--- src/rtl/ip_rom_arbiter_pkg.sv ---
// Shared definitions for the IP ROM arbiter: ROM bus widths, FSM and owner encodings.
package ip_rom_arbiter_pkg;

  // ROM bus geometry shared by all ip_*_rom blocks on the cartridge bus
  localparam int unsigned ROM_AW = 14;
  localparam int unsigned ROM_DW = 8;

  // Byte returned to the owner when a read is force-completed
  localparam logic [7:0] TIMEOUT_DATA = 8'hFF;

  // Access sequencer states
  typedef enum logic [1:0] {
    ST_IDLE  = 2'd0,
    ST_ISSUE = 2'd1,
    ST_WAIT  = 2'd2
  } state_t;

  // Which requester owns the access in flight
  typedef enum logic {
    OWN_A = 1'b0,
    OWN_B = 1'b1
  } owner_t;

endpackage

--- src/rtl/ip_rom_arbiter.sv ---
// Two-port arbiter in front of a synchronous IP ROM.
// Port A (Z80 bus) has priority; port B gets one grant after waiting STARVE_LIMIT
// cycles. Each access runs IDLE -> ISSUE -> WAIT; a WAIT that sees no rom_rdata_en
// for TIMEOUT cycles is force-completed with TIMEOUT_DATA and a timeout pulse.
module ip_rom_arbiter
  import ip_rom_arbiter_pkg::*;
#(
  parameter int unsigned STARVE_LIMIT = 8,
  parameter int unsigned TIMEOUT      = 4
) (
  input  logic              clk,
  input  logic              reset,
  input  logic              a_req,
  input  logic [ROM_AW-1:0] a_address,
  output logic              a_ack,
  output logic [ROM_DW-1:0] a_rdata,
  output logic              a_rdata_en,
  input  logic              b_req,
  input  logic [ROM_AW-1:0] b_address,
  output logic              b_ack,
  output logic [ROM_DW-1:0] b_rdata,
  output logic              b_rdata_en,
  output logic              rom_n_cs,
  output logic              rom_n_rd,
  output logic [ROM_AW-1:0] rom_address,
  input  logic [ROM_DW-1:0] rom_rdata,
  input  logic              rom_rdata_en,
  output logic              timeout
);

  localparam logic [7:0] STARVE_LIMIT_C = 8'(STARVE_LIMIT);
  // Last WAIT count tolerated before the read is forced to complete
  localparam logic [3:0] WAIT_LAST_C    = 4'(TIMEOUT - 1);

  state_t              state_r, state_s;
  owner_t              owner_r, owner_s;
  logic [ROM_AW-1:0]   addr_r, addr_s;
  logic [7:0]          starve_r, starve_s;
  logic [3:0]          wait_r, wait_s;
  logic                grant_b_s;
  logic                a_ack_s, b_ack_s;
  logic [ROM_DW-1:0]   a_rdata_s, b_rdata_s;
  logic                a_rdata_en_s, b_rdata_en_s;
  logic                rom_n_cs_s, rom_n_rd_s;
  logic [ROM_AW-1:0]   rom_address_s;
  logic                timeout_s;

  // Next-state, arbitration and next-output computation for the access sequencer
  always_comb begin
    state_s       = state_r;
    owner_s       = owner_r;
    addr_s        = addr_r;
    wait_s        = wait_r;
    grant_b_s     = 1'b0;
    a_ack_s       = 1'b0;
    b_ack_s       = 1'b0;
    a_rdata_s     = 8'h00;
    b_rdata_s     = 8'h00;
    a_rdata_en_s  = 1'b0;
    b_rdata_en_s  = 1'b0;
    rom_n_cs_s    = 1'b1;
    rom_n_rd_s    = 1'b1;
    rom_address_s = rom_address;
    timeout_s     = 1'b0;

    case (state_r)
      ST_IDLE: begin
        if (a_req || b_req) begin
          // B wins only when alone or when it has been starved long enough
          grant_b_s     = b_req && (!a_req || (starve_r >= STARVE_LIMIT_C));
          owner_s       = grant_b_s ? OWN_B : OWN_A;
          addr_s        = grant_b_s ? b_address : a_address;
          a_ack_s       = !grant_b_s;
          b_ack_s       = grant_b_s;
          // Strobe is registered now so it is low during the ISSUE cycle
          rom_n_cs_s    = 1'b0;
          rom_n_rd_s    = 1'b0;
          rom_address_s = addr_s;
          wait_s        = 4'd0;
          state_s       = ST_ISSUE;
        end else begin
          state_s = ST_IDLE;
        end
      end
      ST_ISSUE: begin
        wait_s  = 4'd0;
        state_s = ST_WAIT;
      end
      ST_WAIT: begin
        if (rom_rdata_en) begin
          if (owner_r == OWN_B) begin
            b_rdata_s    = rom_rdata;
            b_rdata_en_s = 1'b1;
          end else begin
            a_rdata_s    = rom_rdata;
            a_rdata_en_s = 1'b1;
          end
          state_s = ST_IDLE;
        end else if (wait_r == WAIT_LAST_C) begin
          if (owner_r == OWN_B) begin
            b_rdata_s    = TIMEOUT_DATA;
            b_rdata_en_s = 1'b1;
          end else begin
            a_rdata_s    = TIMEOUT_DATA;
            a_rdata_en_s = 1'b1;
          end
          timeout_s = 1'b1;
          state_s   = ST_IDLE;
        end else begin
          wait_s = wait_r + 4'd1;
        end
      end
      default: begin
        state_s = ST_IDLE;
      end
    endcase

    // Starvation counter: counts every cycle B is left waiting, saturating
    if (!b_req || grant_b_s) begin
      starve_s = 8'd0;
    end else if (starve_r != 8'hFF) begin
      starve_s = starve_r + 8'd1;
    end else begin
      starve_s = starve_r;
    end
  end

  // State and output registers; reset abandons any access in flight
  always_ff @(posedge clk) begin
    if (reset) begin
      state_r     <= ST_IDLE;
      owner_r     <= OWN_A;
      addr_r      <= 14'd0;
      starve_r    <= 8'd0;
      wait_r      <= 4'd0;
      a_ack       <= 1'b0;
      b_ack       <= 1'b0;
      a_rdata     <= 8'h00;
      b_rdata     <= 8'h00;
      a_rdata_en  <= 1'b0;
      b_rdata_en  <= 1'b0;
      rom_n_cs    <= 1'b1;
      rom_n_rd    <= 1'b1;
      rom_address <= 14'd0;
      timeout     <= 1'b0;
    end else begin
      state_r     <= state_s;
      owner_r     <= owner_s;
      addr_r      <= addr_s;
      starve_r    <= starve_s;
      wait_r      <= wait_s;
      a_ack       <= a_ack_s;
      b_ack       <= b_ack_s;
      a_rdata     <= a_rdata_s;
      b_rdata     <= b_rdata_s;
      a_rdata_en  <= a_rdata_en_s;
      b_rdata_en  <= b_rdata_en_s;
      rom_n_cs    <= rom_n_cs_s;
      rom_n_rd    <= rom_n_rd_s;
      rom_address <= rom_address_s;
      timeout     <= timeout_s;
    end
  end

endmodule
--- config.mk ---
export PLATFORM = sky130hd
export DESIGN_NAME = ip_rom_arbiter
export DESIGN_NICKNAME = d
export VERILOG_FILES = /design/src/rtl/ip_rom_arbiter_pkg.sv /design/src/rtl/ip_rom_arbiter.sv
export SDC_FILE = /design/constraint.sdc
export NUM_CORES = 1
export LEC_CHECK = 0
export BUFFER_PORTS_ARGS = -buffer_cell sky130_fd_sc_hd__buf_2
export CORE_MARGIN = 5
export CORE_UTILIZATION = 25
export CTS_CLUSTER_DIAMETER = 60
export DETAILED_ROUTE_END_ITERATION = 7
export MAX_ROUTING_LAYER = met4
export SLEW_MARGIN = 10
export SYNTH_ARGS = -nofsm -noshare
export SYNTH_HDL_FRONTEND = slang
export SYNTH_SLANG_ARGS = --single-unit
--- constraint.sdc ---
create_clock -name clk -period 1.5 [get_ports clk]
set_input_delay 0.225 -clock clk [delete_from_list [all_inputs] [get_ports clk]]
set_output_delay 0.225 -clock clk [all_outputs]
set_load 0.01 [all_outputs]
==> flow_summary.toml, run 1 <==
[status]
status = "finished clean"

[timing]
holdWs_ns = 0.159
worstMarginPinSlew_ns = 0.371
finalHoldViolations = 0
finalCritPeriodShare = 0.999
final-setup-viol-count = 0
period_needed_ns = 1.50
finalClockSkew_ns = 0.00815
slew_viol_final = 0
slew_headroom = 0.752
rsz0062_at_grt = "true"
fmax_mhz = 667

[logic_synthesis]
ys_seq_elements = 51
avgSynthCellArea_um2 = 8.50
syn_area_um2 = 2010
synth-async-reset-ratio = 0
ys_types = 37
synthesis.instances = 237
synth-main-ff-cell = "dfxtp_1"
synth-edff-count = 0
ys_seq_area_frac = 0.507
synth_nets = 281
ys_warn_count = 0

[global_route]
grt_pass1_vias = 1952
antenna_found_initial = 0
grt.total_usage = 0.113
grt_max_degree = 31
grt_pass1_wl_um = 8950
overflow = 0

[placement]
dpl_cell_area_um2 = 2640
dp.cells = 424
hpwl_um = 3930
numPortBuffers = 77
routabilityCongestion = 0.759

[power]
p_leak_uw = 0.00133
ir_worst_vdd_uv = 458
cellPowerDensity_nw_per_um2 = 1030

[floorplan]
core_um2 = 7810
io_pins = 78
die_w_um = 99.8
dieHeight_um = 99.8
start_util = 0.258
num_rows = 32
dieArea_um2 = 9950

[route]
routed_wirelength_um = 5550
final_antenna_net_count = 0
wl_per_cell_um = 12.7
routed-via-count = 1984
dr.pass1.iters = 4
routed_via_density = 4.55
drt-initial-drc-count = 39
drc = 0

[finish]
syn2layout_area_growth_pct = 46.7
diodes = 0
postLayoutCellArea_um2 = 2960
instances_no_fill = 436
nets = 377
drive_gt1_frac = 0.428

[setup_path]
crit_arrival_ns = 1.73
critPathMaxFanout = 5
required_ns = 1.74
critPathLaunchType = "flip-flop"
endpoint_kind = "flip-flop"
criticalPathCategory = "flip-flop to flip-flop"

[worst_hold_path]
min_path_type = "input port to flip-flop"

[clock_tree]
clkLatencyLatePin_ns = 0.30
cts_hold_buf = 0
clockBufferDepth = 2
clkSinkCount = 51
root_buffer = "clkbuf_8"
cts_tree = "done"
h-tree-depth = 2
path_clk_slew_ns = 0.10
cts_buffers = 5

[job]
cap_viol_max_count = 0
placed cells by master, fill, tap and decap left out, types with 2 or more instances in the layout:
cell       count
o21ai_0        2
nor4_1        17
dfxtp_1       48
a21oi_1       11
nor3b_1        2
buf_4         23
nor2_2         7
clkbuf_8       5
nor2_1        37
dfxtp_2        3
ha_1           2
buf_2         77
nand3_1        2
and3_1         4
or4b_4         2
a211oi_2       2
buf_12         2
nor2b_1        3
bufinv_16      2
a31oi_1        5
nand4_1        2
nand2_1        4
inv_1         17
nor3_2         9
nor3_1        25
layer usage:
metal  track usage  share of wire  wire (µm)  up-vias
li1              -              -          -     1011
met1         0.132           0.44       2460      910
met2         0.192           0.48       2650       58
met3        0.0309          0.072        399        5
met4        0.0315         0.0068         38        0
met5             -              0          0        -
kinds of logic after synthesis:
logic type,after synthesis,share of synthesized area
simple gates,123,0.319
compound gates,27,0.0807
mux,1,0.00497
xor+xnor,1,0.00435
fa+ha+maj,3,0.0186
flops,51,0.507
buf+inv,31,0.0658
power by group:
group	internal [µW]	total, µW	switching (µW)	leakage, µW
logic	207	467	260	0.000847
clock network	667	1120	449	0.0000654
registers	1420	1460	36.3	0.000418
synthesized netlist by cell type, drive strengths merged, types with 2 or more instances:
library cell | n | area [µm²]
buf | 5 | 35.0
nor2b | 3 | 18.8
and3 | 4 | 25.0
a31oi | 5 | 31.3
inv | 17 | 63.8
a211oi | 2 | 15.0
o21ai | 3 | 15.0
nor2 | 44 | 165
nor3b | 4 | 40.0
nand2 | 4 | 15.0
nor3 | 34 | 170
dfxtp | 51 | 1020
nor4 | 18 | 128
ha | 3 | 37.5
clkbuf | 9 | 33.8
nand4 | 2 | 12.5
a21oi | 13 | 68.8
nand3 | 3 | 15.0
sequential cells by signal, indices dropped and copies added (netlist names):
register and flops:
b_rdata_en 1, a_rdata_en 1, rom_address 14, wait_r 4
a_rdata 8, rom_n_rd 1, b_ack 1, state_r 2
timeout 1, starve_r 8, b_rdata 8, owner_r 1
a_ack 1
per-stage QoR:
step	TNS (ns)	total power, µW	worst slack, ns	util
2_1_floorplan	0	1720	0.00232	-
6_report	0	3040	0.00180	0.379
3_5_place_dp	-3.17	1930	-0.149	0.339
3_3_place_gp	-2.54	1920	-0.108	0.339
4_1_cts	-0.192	3060	-0.0393	0.365
5_1_grt	-0.937	3200	-0.0736	0.379
critical path: stages, from the launching register on:
cell,delay [ns]
dfxtp_2,0.37
ha_4,0.14
nor3b_4,0.20
nor2_2,0.08
or4b_4,0.54
nor2_1,0.10
timing repair:
action / 4_1_cts / 5_1_grt
endpoints found under the setup margin: 34 / 39
pin swaps: 9 / 8
buffers inserted: 1 / 2
gates cloned: 1 / 0
gates resized for setup: 13 / 18
final timing paths:
kind,start,to,slack (ns),cells past startpoint
max reg2reg,wait_r[0],b_rdata[1],0.002,5
min reg2reg,state_r[0],b_ack,0.47,1
min,rom_rdata[6],b_rdata[6],0.16,3
max,wait_r[0],b_rdata[1],0.002,5
cell type report:
cell class | instances | area [µm²]
inverters | 17 | 63.8
multi-input cells | 156 | 1010
well taps | 102 | 128
fillers | 813 | 4850
flip-flops and latches | 51 | 1020
clock inverters | 2 | 60.1
clock buffers | 6 | 72.6
repair buffers | 102 | 598
Power figures use the tool's default switching activity.
==> run 2: changes to the inputs <==
==> constraint.sdc (replaced) <==
create_clock -name clk -period 1.6 [get_ports clk]
set_input_delay 0.24 -clock clk [delete_from_list [all_inputs] [get_ports clk]]
set_output_delay 0.24 -clock clk [all_outputs]
set_load 0.01 [all_outputs]
==> run 2 against run 1 <==
Fmax shrank 4.4%. Final cell count shrank 1.6%. Clock skew shrank 0.0029 ns. Largest cell class unchanged. Largest power group unchanged.
==> flow_summary.toml, run 2 (synthesis gave the netlist of run 1 again) <==
[status]
status = "finished clean"

[worst_hold_path]
min_path_type = "input port to flip-flop"

[finish]
diodes = 0
instances_no_fill = 429
nets = 370
fin_util = 0.359
final_common_cell = "buf_2"
layout_common_cells = "buf_2 (77), dfxtp_1 (47), nor2_1 (39)"
seqCellArea_um2 = 1030
drive_gt1_frac = 0.379
multi_input_area_um2 = 923
fillers = 823
regMostFlops = "rom_address"
postLayoutCellArea_um2 = 2810
largest_register_ffs = 14
syn2layout_area_growth_pct = 39.3

[placement]
hpwl_um = 3890
numPortBuffers = 77
routabilityCongestion = 0.839
dp.cells = 418
dpl_cell_area_um2 = 2590

[setup_path]
endpoint_kind = "flip-flop"
criticalPathCategory = "flip-flop to flip-flop"
crit_arrival_ns = 1.82
critPathLaunchType = "flip-flop"
required_ns = 1.85
critPathMaxFanout = 5
r2r_slack_ns = 0.03

[clock_tree]
root_buffer = "clkbuf_8"
cts_tree = "done"
clkSinkCount = 51
cts_hold_buf = 0
clkLatencyLatePin_ns = 0.31
clockBufferDepth = 2
path_clk_slew_ns = 0.09
cts_buffers = 5
h-tree-depth = 2

[timing]
fin_tns_setup_ns = 0
rsz0062_at_grt = "true"
period_needed_ns = 1.57
holdWs_ns = 0.150
slew_headroom = 0.765
finalClockSkew_ns = 0.00523
finalCritPeriodShare = 0.979
worstMarginPinSlew_ns = 0.351
final-setup-viol-count = 0
fmax_mhz = 638
slew_viol_final = 0
finalHoldViolations = 0

[route]
dr.pass1.iters = 4
drc = 0
final_antenna_net_count = 0
drt-initial-drc-count = 76
routed-via-count = 1959
wl_per_cell_um = 12.7
routed_via_density = 4.57
routed_wirelength_um = 5470

[power]
cellPowerDensity_nw_per_um2 = 963
ir_worst_vdd_uv = 543
p_leak_uw = 0.00128

[floorplan]
start_util = 0.258
dieArea_um2 = 9950
dieHeight_um = 99.8
die_w_um = 99.8
io_pins = 78
core_um2 = 7810
num_rows = 32

[job]
cap_viol_max_count = 0

[global_route]
grt.total_usage = 0.111
antenna_found_initial = 0
overflow = 0
grt_pass1_vias = 1875
grt_pass1_wl_um = 8580
grt_max_degree = 31
[run 2: cell count changes in the layout (fill, tap and decap cells not counted), sizes merged]
cell	previous run	this run
clkinv	0	1
buf	102	96
bufinv	2	1
or4b	2	1
[run 2: repair_timing]
action,4_1_cts,5_1_grt
gates resized for setup,4,17
setup endpoints to repair,6,33
buffers inserted,0,2
gates cloned,0,1
pin swaps,0,2
[run 2: cell type report]
class / count / share of cell area
Tap cell: 102 / 0.0455
Inverter: 17 / 0.0227
Sequential cell: 51 / 0.366
Multi-Input combinational cell: 155 / 0.329
Clock inverter: 2 / 0.0125
Clock buffer: 6 / 0.0294
Timing Repair Buffer: 96 / 0.195
[run 2: metal layers]
| metal | up-vias | share of wire | GRT usage |
|---|---|---|---|
| li1 | 996 | - | - |
| met1 | 895 | 0.42 | 0.127 |
| met2 | 63 | 0.49 | 0.180 |
| met3 | 5 | 0.082 | 0.0407 |
| met4 | 0 | 0.010 | 0.0347 |
| met5 | - | 0 | - |
[run 2: final timing paths]
path | cells after the start | endpoint | start
worst max-delay path | 6 | b_rdata[7] | wait_r[0]
worst min register to register | 2 | rom_address[11] | rom_address[11]
worst max register to register | 6 | b_rdata[7] | wait_r[0]
worst min-delay path | 2 | timeout | reset
[run 2: where the power goes]
group          switching, µW  total (µW)  internal, µW
Sequential              35.4        1370          1330
Clock                    423         929           506
Combinational            232         407           174
Total                    690        2700          2010
[run 2: critical path, cell delays in order, from the launching register on]
cell,delay (ns)
dfxtp_2,0.36
ha_4,0.14
nor3b_4,0.18
nor2_1,0.07
or4b_4,0.50
buf_6,0.16
nor2_2,0.10
[run 2: per-stage QoR]
step | setup WS [ns] | total power [µW]
final | 0.0329 | 2700
after global routing | -0.0170 | 2860
after CTS | 0.00214 | 2730
after detailed placement | -0.000572 | 1800
after global placement | 0.0441 | 1790
after floorplan | 0.0870 | 1610
==> run 3: changes to the inputs <==
--- a/config.mk
+++ b/config.mk
@@ -5,12 +5,14 @@
 export SDC_FILE = /design/constraint.sdc
 export NUM_CORES = 1
 export LEC_CHECK = 0
-export BUFFER_PORTS_ARGS = -buffer_cell sky130_fd_sc_hd__buf_2
+export BUFFER_PORTS_ARGS = -buffer_cell sky130_fd_sc_hd__buf_4
 export CORE_MARGIN = 5
 export CORE_UTILIZATION = 25
 export CTS_CLUSTER_DIAMETER = 60
 export DETAILED_ROUTE_END_ITERATION = 7
 export MAX_ROUTING_LAYER = met4
+export REMOVE_ABC_BUFFERS = 1
+export SETUP_SLACK_MARGIN = 0.02
 export SLEW_MARGIN = 10
 export SYNTH_ARGS = -nofsm -noshare
 export SYNTH_HDL_FRONTEND = slang
==> run 3 against run 2 <==
Critical path type unchanged. Sequential share of layout area is 1.8 points lower. Critical endpoint is now b_rdata[5]. Global-route usage is 0.10 points higher. Worst setup slack better by 0.031 ns. Clock power is 16% lower. Largest power group unchanged. Via count is 0.10% higher. Fmax grew 2.0%. First-iteration DRC count is 12% lower.
==> flow_summary.toml, run 3 (synthesis gave the netlist of run 1 again) <==
[status]
status = "finished clean"

[clock_tree]
h-tree-depth = 2
root_buffer = "clkbuf_8"
cts_hold_buf = 0
cts_tree = "done"
clkSinkCount = 51
cts_buffers = 5
clockBufferDepth = 2
path_clk_slew_ns = 0.10
clkLatencyLatePin_ns = 0.31

[timing]
finalClockSkew_ns = 0.0116
finalHoldViolations = 0
period_needed_ns = 1.54
final-setup-viol-count = 0
fin_tns_setup_ns = 0
fmax_mhz = 651
finalCritPeriodShare = 0.960
rsz0062_at_grt = "true"
slew_viol_final = 0
slew_headroom = 0.688
worstMarginPinSlew_ns = 0.467

[floorplan]
num_rows = 32
die_w_um = 99.8
dieArea_um2 = 9950
start_util = 0.258
io_pins = 78
dieHeight_um = 99.8
core_um2 = 7810

[power]
p_switching_uw = 736
p_int_uw = 1870
comb_power_share = 0.173
pwr-share-clk = 0.300
ir_worst_vdd_uv = 384
p_sw_frac = 0.282
p_seq_frac = 0.527
power_uw = 2610
p_leak_uw = 0.00128
cellPowerDensity_nw_per_um2 = 885

[placement]
dpl_cell_area_um2 = 2750
hpwl_um = 3840
numPortBuffers = 77
routabilityCongestion = 0.798
dp.cells = 414

[setup_path]
crit_buf_inv = 1
required_ns = 1.86
worstPathCellList = "ha_4 -> or3b_1 -> nor3b_2 -> buf_4 -> nor2_1 -> nor2_4"
cpMaxStageDelayCell = "or3b_1"
critPathMaxFanout = 8
criticalPathCategory = "flip-flop to flip-flop"
cpLargestDelayFamily = "simple AND/OR/NAND/NOR gates"
r2r-end = "b_rdata[5]"
endpoint_kind = "flip-flop"
r2r-start = "wait_r[1]"
r2r_slack_ns = 0.06
crit_arrival_ns = 1.80
critPathLaunchType = "flip-flop"
slowest_delay_ns = 0.43
r2r_cells = 6

[global_route]
grt_max_degree = 31
antenna_found_initial = 0
grt_pass1_wl_um = 8740
grt.total_usage = 0.112
grt_pass1_vias = 1843
overflow = 0

[route]
drt-initial-drc-count = 67
dr.pass1.iters = 4
final_antenna_net_count = 0
drc = 0
routed-via-count = 1961
routed_via_density = 4.61
wl_per_cell_um = 13.0
routed_wirelength_um = 5520

[finish]
final_common_cell = "buf_4"
regMostFlops = "rom_address"
drive_gt1_frac = 0.372
instances_no_fill = 425
nets = 366
layout_common_cells = "buf_4 (91), dfxtp_1 (48), nor2_1 (39)"
postLayoutCellArea_um2 = 2940
diodes = 0
syn2layout_area_growth_pct = 46.1
largest_register_ffs = 14

[job]
cap_viol_max_count = 0

[worst_hold_path]
min_path_type = "input port to flip-flop"
hold_path_depth = 3
hp-start = "rom_rdata[1]"
min_to = "b_rdata[1]"
run 3: layer usage:
metal  vias up  part of all wire  routed length [µm]  global-route usage
li1        994                 -                   -                   -
met1       899              0.46                2530               0.139
met2        60              0.45                2480               0.170
met3         8             0.080                 441              0.0379
met4         0             0.012                  67              0.0347
met5         -                 0                   0                   -
run 3: worst reg2reg max path: stages (launching register included):
cell	delay, ns
dfxtp_2	0.37
ha_4	0.14
or3b_1	0.43
nor3b_2	0.20
buf_4	0.18
nor2_1	0.08
nor2_4	0.09
run 3: cell type report:
| cell class | count | area [µm²] |
|---|---|---|
| Multi-Input combinational cell | 156 | 953 |
| Clock buffer | 5 | 68.8 |
| Clock inverter | 3 | 22.5 |
| Timing Repair Buffer | 91 | 683 |
| Inverter | 17 | 63.8 |
| Fill cell | 798 | 4860 |
| Sequential cell | 51 | 1020 |
| Tap cell | 102 | 128 |
run 3: worst max-delay path by stage:
stage	start	end	slack (ns)	cells past startpoint
floorplan	b_req	rom_address[0]	-0.73	3
global placement	a_req	rom_address[4]	-0.02	5
detailed placement	a_req	rom_address[3]	-0.07	5
CTS	starve_r[6]	starve_r[6]	0.02	4
global route	starve_r[5]	starve_r[5]	-0.01	4
finish	wait_r[1]	b_rdata[5]	0.06	6
run 3: through the flow:
stage / setup WS, ns / hold WS [ns] / util
floorplan: -0.732 / 0.309 / -
global placement: -0.0233 / 0.461 / 0.352
detailed placement: -0.0735 / 0.468 / 0.352
CTS: 0.0188 / 0.138 / 0.366
global route: -0.0126 / 0.152 / 0.377
finish: 0.0641 / 0.144 / 0.377
run 3: power by group through the flow:
stage / clock network [µW] / logic [µW] / registers [µW]
after floorplan: 0 / 160 / 1420
after global placement: 0 / 435 / 1400
after detailed placement: 0 / 439 / 1400
after CTS: 809 / 445 / 1370
after global routing: 852 / 496 / 1380
final: 781 / 452 / 1370
run 3: repair_timing:
action | in CTS | in global routing
setup endpoints to repair | 32 | 28
gates cloned | 0 | 1
buffers inserted | 0 | 2
pin swaps | 1 | 10
resized for setup | 5 | 16
